==> src/rtl/hex_processor_mc.sv <==
// Multi-cycle Hex core: fetch, data and syscall ports use valid/ready handshakes.
// Instruction and OPR codes follow the Hex encoding (opcode in ir[7:4], operand in ir[3:0]).
module hex_processor_mc #(
  parameter int DATA_WIDTH     = 32,
  parameter int MEM_ADDR_WIDTH = 18,
  parameter int SYSCALL_WIDTH  = 8
) (
  input  logic                      i_clk,
  input  logic                      i_rst,
  output logic                      o_f_valid,
  input  logic                      i_f_ready,
  output logic [MEM_ADDR_WIDTH-1:0] o_f_addr,
  input  logic [7:0]                i_f_data,
  output logic                      o_d_valid,
  input  logic                      i_d_ready,
  output logic                      o_d_we,
  output logic [MEM_ADDR_WIDTH-3:0] o_d_addr,
  output logic [DATA_WIDTH-1:0]     o_d_data,
  input  logic [DATA_WIDTH-1:0]     i_d_data,
  output logic                      o_syscall_valid,
  input  logic                      i_syscall_ready,
  output logic [SYSCALL_WIDTH-1:0]  o_syscall,
  output logic                      o_retire,
  output logic                      o_halted
);

  localparam int DW = DATA_WIDTH;
  localparam int AW = MEM_ADDR_WIDTH;
  localparam int WW = MEM_ADDR_WIDTH - 2;

  localparam logic [3:0] LDAM = 4'h0, LDBM = 4'h1, STAM = 4'h2, LDAC = 4'h3,
                         LDBC = 4'h4, LDAP = 4'h5, LDAI = 4'h6, LDBI = 4'h7,
                         STAI = 4'h8, BR   = 4'h9, BRZ  = 4'hA, BRN  = 4'hB,
                         OPR  = 4'hD, PFIX = 4'hE, NFIX = 4'hF;

  localparam logic [3:0] OPR_BRB = 4'h0, OPR_ADD = 4'h1, OPR_SUB = 4'h2, OPR_SVC = 4'h3;

  localparam logic [DW-1:0] NFIX_MASK = {{(DW-8){1'b1}}, 8'h00};

  typedef enum logic [2:0] {
    S_IDLE, S_FETCH, S_EXEC, S_MEM, S_SYS, S_HALT
  } state_t;

  state_t        state, state_n;
  logic [AW-1:0] pc, pc_d, pc_n, br_tgt;
  logic [DW-1:0] areg, areg_d, breg, breg_d, oreg, oreg_d;
  logic [DW-1:0] opr_d, ind_base;
  logic [7:0]    ir, ir_d;
  logic [3:0]    opc, opr;
  logic          is_store, is_indirect;

  assign opc   = ir[7:4];
  assign opr   = ir[3:0];
  assign opr_d = oreg | DW'(opr);

  assign pc_n   = pc + AW'(1);
  assign br_tgt = pc_n + AW'(opr_d);

  assign is_store    = (opc == STAM) || (opc == STAI);
  assign is_indirect = (opc == LDAI) || (opc == LDBI) || (opc == STAI);
  assign ind_base    = (opc == LDAI) ? areg : breg;

  // Address and data come straight from registers that only change on commit,
  // so a stalled request holds steady without extra capture flops.
  assign o_f_addr  = pc;
  assign o_d_addr  = is_indirect ? WW'(ind_base + opr_d) : WW'(opr_d);
  assign o_d_data  = areg;
  assign o_d_we    = (state == S_MEM) && is_store;
  assign o_syscall = areg[SYSCALL_WIDTH-1:0];
  assign o_halted  = (state == S_HALT);

  always_ff @(posedge i_clk or posedge i_rst) begin
    if (i_rst) begin
      state <= S_IDLE;
      pc    <= '0;
      areg  <= '0;
      breg  <= '0;
      oreg  <= '0;
      ir    <= '0;
    end else begin
      state <= state_n;
      pc    <= pc_d;
      areg  <= areg_d;
      breg  <= breg_d;
      oreg  <= oreg_d;
      ir    <= ir_d;
    end
  end

  always_comb begin
    state_n         = state;
    pc_d            = pc;
    areg_d          = areg;
    breg_d          = breg;
    oreg_d          = oreg;
    ir_d            = ir;
    o_f_valid       = 1'b0;
    o_d_valid       = 1'b0;
    o_syscall_valid = 1'b0;
    o_retire        = 1'b0;

    case (state)
      S_IDLE: state_n = S_FETCH;

      S_FETCH: begin
        o_f_valid = 1'b1;
        if (i_f_ready) begin
          ir_d    = i_f_data;
          state_n = S_EXEC;
        end
      end

      S_EXEC: begin
        // Default is a single-cycle commit; memory and syscall opcodes defer it.
        o_retire = 1'b1;
        pc_d     = pc_n;
        oreg_d   = '0;
        state_n  = S_FETCH;
        case (opc)
          LDAM, LDBM, STAM, LDAI, LDBI, STAI: begin
            o_retire = 1'b0;
            pc_d     = pc;
            oreg_d   = oreg;
            state_n  = S_MEM;
          end
          LDAC: areg_d = opr_d;
          LDBC: breg_d = opr_d;
          LDAP: areg_d = DW'(br_tgt);
          BR:   pc_d = br_tgt;
          BRZ:  if (areg == '0) pc_d = br_tgt;
          BRN:  if (areg[DW-1]) pc_d = br_tgt;
          OPR: begin
            if (opr_d == DW'(OPR_SVC)) begin
              o_retire = 1'b0;
              pc_d     = pc;
              oreg_d   = oreg;
              state_n  = S_SYS;
            end else if (opr_d == DW'(OPR_BRB)) begin
              pc_d = AW'(breg);
            end else if (opr_d == DW'(OPR_ADD)) begin
              areg_d = areg + breg;
            end else if (opr_d == DW'(OPR_SUB)) begin
              areg_d = areg - breg;
            end
          end
          PFIX: oreg_d = opr_d << 4;
          NFIX: oreg_d = (opr_d << 4) | NFIX_MASK;
          default: ;
        endcase
      end

      S_MEM: begin
        o_d_valid = 1'b1;
        if (i_d_ready) begin
          if ((opc == LDAM) || (opc == LDAI)) begin
            areg_d = i_d_data;
          end else if ((opc == LDBM) || (opc == LDBI)) begin
            breg_d = i_d_data;
          end
          oreg_d   = '0;
          pc_d     = pc_n;
          o_retire = 1'b1;
          state_n  = S_FETCH;
        end
      end

      S_SYS: begin
        o_syscall_valid = 1'b1;
        if (i_syscall_ready) begin
          o_retire = 1'b1;
          oreg_d   = '0;
          pc_d     = pc_n;
          state_n  = (o_syscall == '0) ? S_HALT : S_FETCH;
        end
      end

      S_HALT: ;

      default: state_n = S_IDLE;
    endcase
  end

endmodule

==> config.mk <==
export PLATFORM = sky130hd
export DESIGN_NAME = hex_processor_mc
export DESIGN_NICKNAME = d
export VERILOG_FILES = /design/src/rtl/hex_processor_mc.sv
export SDC_FILE = /design/constraint.sdc
export NUM_CORES = 1
export LEC_CHECK = 0
export BUFFER_PORTS_ARGS = -buffer_cell sky130_fd_sc_hd__buf_2
export CAP_MARGIN = 5
export CORE_ASPECT_RATIO = 1.5
export CORE_MARGIN = 2
export CORE_UTILIZATION = 65
export CTS_BUF_LIST = sky130_fd_sc_hd__clkbuf_16
export DETAILED_ROUTE_END_ITERATION = 10
export PLACE_DENSITY_LB_ADDON = 0.3
export SETUP_SLACK_MARGIN = 0.5
export SLEW_MARGIN = 20
export SYNTH_ARGS = -nofsm -noshare
export SYNTH_HDL_FRONTEND = slang
export SYNTH_SLANG_ARGS = --single-unit
==> constraint.sdc <==
create_clock -name i_clk -period 9.9 [get_ports i_clk]
set_clock_uncertainty 0.2 [all_clocks]
set_input_delay 0.495 -clock i_clk [delete_from_list [all_inputs] [get_ports i_clk]]
set_output_delay 0.495 -clock i_clk [all_outputs]
set_load 0.1 [all_outputs]
==> flow_summary_export.csv <==
group,metric,value,unit
cts,numCtsBuffers,17,
synth,ys.flop_type,"dfrtp_1",
timing,achievable-frequency,166,MHz
synth,yosysTopAreaCellShare,0.281,
hold_path,whs_endpoint,"ir[1]$_DFFE_PP0P_",
cells_and_area,drive_gt1_frac,0.147,
die,rows,57,
critical_path,worst_setup_path_start_kind,"flop",
die,die_h,162,um
cts,cts_hold_buf,1,
cells_and_area,layout_common_cells,"nand2_1 (169), o21ai_0 (168), buf_2 (124), dfrtp_1 (121), nor2_1 (89)",
cts,root_buffer,"clkbuf_16",
timing,rsz0062_at_grt,"false",
critical_path,crit_fanout,19,
synth,syn-cell-area,10800,sq um
timing,slew_headroom,0.378,
cells_and_area,num-nets-final,1537,
synth,synth_warnings,0,
detailed_routing,via_per_inst,6.78,
detailed_routing,vias,11115,
timing,setup_tns,0,ns
die,die-width,109,um
detailed_routing,m1WireLength,13100,um
global_route,grt_usage,0.420,
die,die-area,17700,sq um
global_route,grt_overflow,0,
placement,gp_congestion,0.982,
critical_path,worstPathRequired,9.21,ns
detailed_routing,dr.pass1.iters,6,
cells_and_area,seq_area,3030,sq um
placement,port_buffers,124,
cts,cts_tree,"built",
die,start_util,0.666,
hold_path,hold_class,"input port to flop",
synth,synth_area_leaders,"dfrtp_1 (28%), o21ai_0 (7.8%), ha_1 (7.8%), nand2_1 (5.9%), xnor2_1 (4.5%)",
placement,hpwl,26800,um
synth,yosysUniqueCellTypes,83,
cts,cts_resized,0,
cts,clock-sinks,121,
critical_path,r2r-end,"o_d_data[27]$_DFFE_PP0P_",
synth,yosys.area.top_type,"dfrtp_1",
critical_path,end_kind,"primary output",
global_route,grt_max_degree,85,
global_route,grt_antenna_before_repair,0,
cells_and_area,multi_input_area,7310,sq um
cts,path_clk_slew,0.06,ns
timing,whs,0.0833,ns
global_route,grt_pass1_vias,10768,
timing,layout_worst_path_cycle_share,0.610,
detailed_routing,wl_met3,2870,um
detailed_routing,antenna_left,0,
timing,setup_viol,0,
critical_path,ff2ff_path_depth,15,
cells_and_area,syn2layout_area_growth,11.5,%
job,drv_cap,0,
cts,clockBufferDepth,2,
synth,yosysSeqAreaShare,0.281,
die,ioPinCount,125,
detailed_routing,top_layer,"met4",
synth,synth_edf_count,0,
detailed_routing,route.detailed.drc,0,
synth,avgSynthCellArea,8.05,sq um
hold_path,min_path_cells,3,
cts,h-tree-depth,4,
timing,tightest_slew,0.933,ns
synth,syn_inst,1340,
global_route,grt_pass1_wl,56600,um
timing,min_period,6.04,ns
detailed_routing,post_drt_wl_per_cell,22.0,um
synth,ys_ff_latch,121,
hold_path,holdCritStartpoint,"i_f_data[1]",
critical_path,arrival,5.34,ns
cts,clk_latency,0.44,ns
detailed_routing,drtIter0Drc,1265,
critical_path,r2r_setup_slack,4.20,ns
die,core,16200,sq um
detailed_routing,wl,36100,um
cells_and_area,antennaDiodeCount,0,
critical_path,crit_type,"flop to primary output",
critical_path,r2r_start,"ir[2]$_DFFE_PP0P_",
outcome,status,"finished clean",
cts,post_cts_buffers,0,
cells_and_area,fillCellCount,1322,
synth,syn-num-nets,1455,
detailed_routing,wl_met2,17500,um
timing,hold_viol,0,
timing,slew_violations,0,
synth,async_flop_share,1.00,
cells_and_area,mostFrequentLayoutCell,"nand2_1",
==> cells by family after synthesis <==
family,after synthesis,share of synthesized area
xor gates and xnor gates,100,0.0812
and+or+nand+nor,440,0.198
adders and majority gates,70,0.0833
DFF,121,0.281
muxes,58,0.0564
buffers and inverters,113,0.0449
AOI/OAI and AO/OA,438,0.255
==> layout make-up <==
class                   count  area share
well taps                 206      0.0214
inverters                  34      0.0108
flip-flops and latches    121       0.252
repair buffers            142      0.0631
clock inverters            14     0.00978
clock buffers              17      0.0354
multi-input cells        1106       0.608
==> critical path, stage by stage (launching register included) <==
cell and delay, ns:
dfrtp_1 0.54, nand2_1 0.19, nor3_2 0.14, buf_4 0.29
o21ai_0 0.14, ha_1 0.23, fa_1 0.40, a21o_1 0.18
a21oi_1 0.23, o21bai_1 0.12, a2111oi_0 0.72, o31ai_1 0.27
or4_1 0.46, a31oi_1 0.22, xor2_1 0.09, o21ai_0 0.21
buf_2 0.47
==> layer usage <==
layer,up-vias,track usage
met5,-,0
met4,0,0.286
met3,183,0.0787
met2,607,0.688
met1,5219,0.491
li1,5106,-
==> sequential cells by signal, indices dropped and copies added, names as in the netlist <==
| signal | cells |
|---|---|
| o_f_addr | 18 |
| oreg | 28 |
| breg | 32 |
| ir | 8 |
| o_d_data | 32 |
| state | 3 |
==> per-stage QoR <==
step,setup WS [ns],instances,utilization,area [sq um]
after detailed placement,4.38,1608,0.709,11500
final,3.86,1640,0.743,12000
after global placement,4.51,1608,0.708,11500
after CTS,3.91,1640,0.743,12000
after global routing,3.57,1640,0.743,12000
after floorplan,2.75,1340,-,10800
==> worst max-delay path by stage <==
stage | startpoint | to
2_1_floorplan | ir[4]$_DFFE_PP0P_ | o_d_addr[14]
3_3_place_gp | ir[7]$_DFFE_PP0P_ | o_d_addr[14]
3_5_place_dp | ir[5]$_DFFE_PP0P_ | o_d_addr[14]
4_1_cts | ir[5]$_DFFE_PP0P_ | o_d_addr[14]
5_1_grt | ir[5]$_DFFE_PP0P_ | o_d_addr[14]
6_report | ir[5]$_DFFE_PP0P_ | o_d_addr[14]
==> Yosys cell counts, types with 6 or more instances <==
master,number
nand4_1,9
nor2_1,90
dfrtp_1,121
a221oi_1,8
nor2b_1,11
or3_1,14
mux2i_1,36
o31ai_1,12
nand2_1,169
o211ai_1,6
o21ai_0,169
xnor2_1,55
ha_1,67
clkbuf_1,52
o21bai_1,7
and2_1,8
nor3_1,25
o21a_1,6
a21oi_1,86
nor4_1,19
buf_2,8
a21o_1,26
and3_1,15
a222oi_1,10
inv_1,32
mux2_2,22
a211oi_1,11
nand3_1,30
buf_1,7
a31oi_1,16
xor2_1,45
nand2b_1,17
buf_4,9
a22oi_1,13
Power is left out: the tool's default activity adds up to more than one toggle a clock period on the data nets, which glitch-free logic cannot reach.
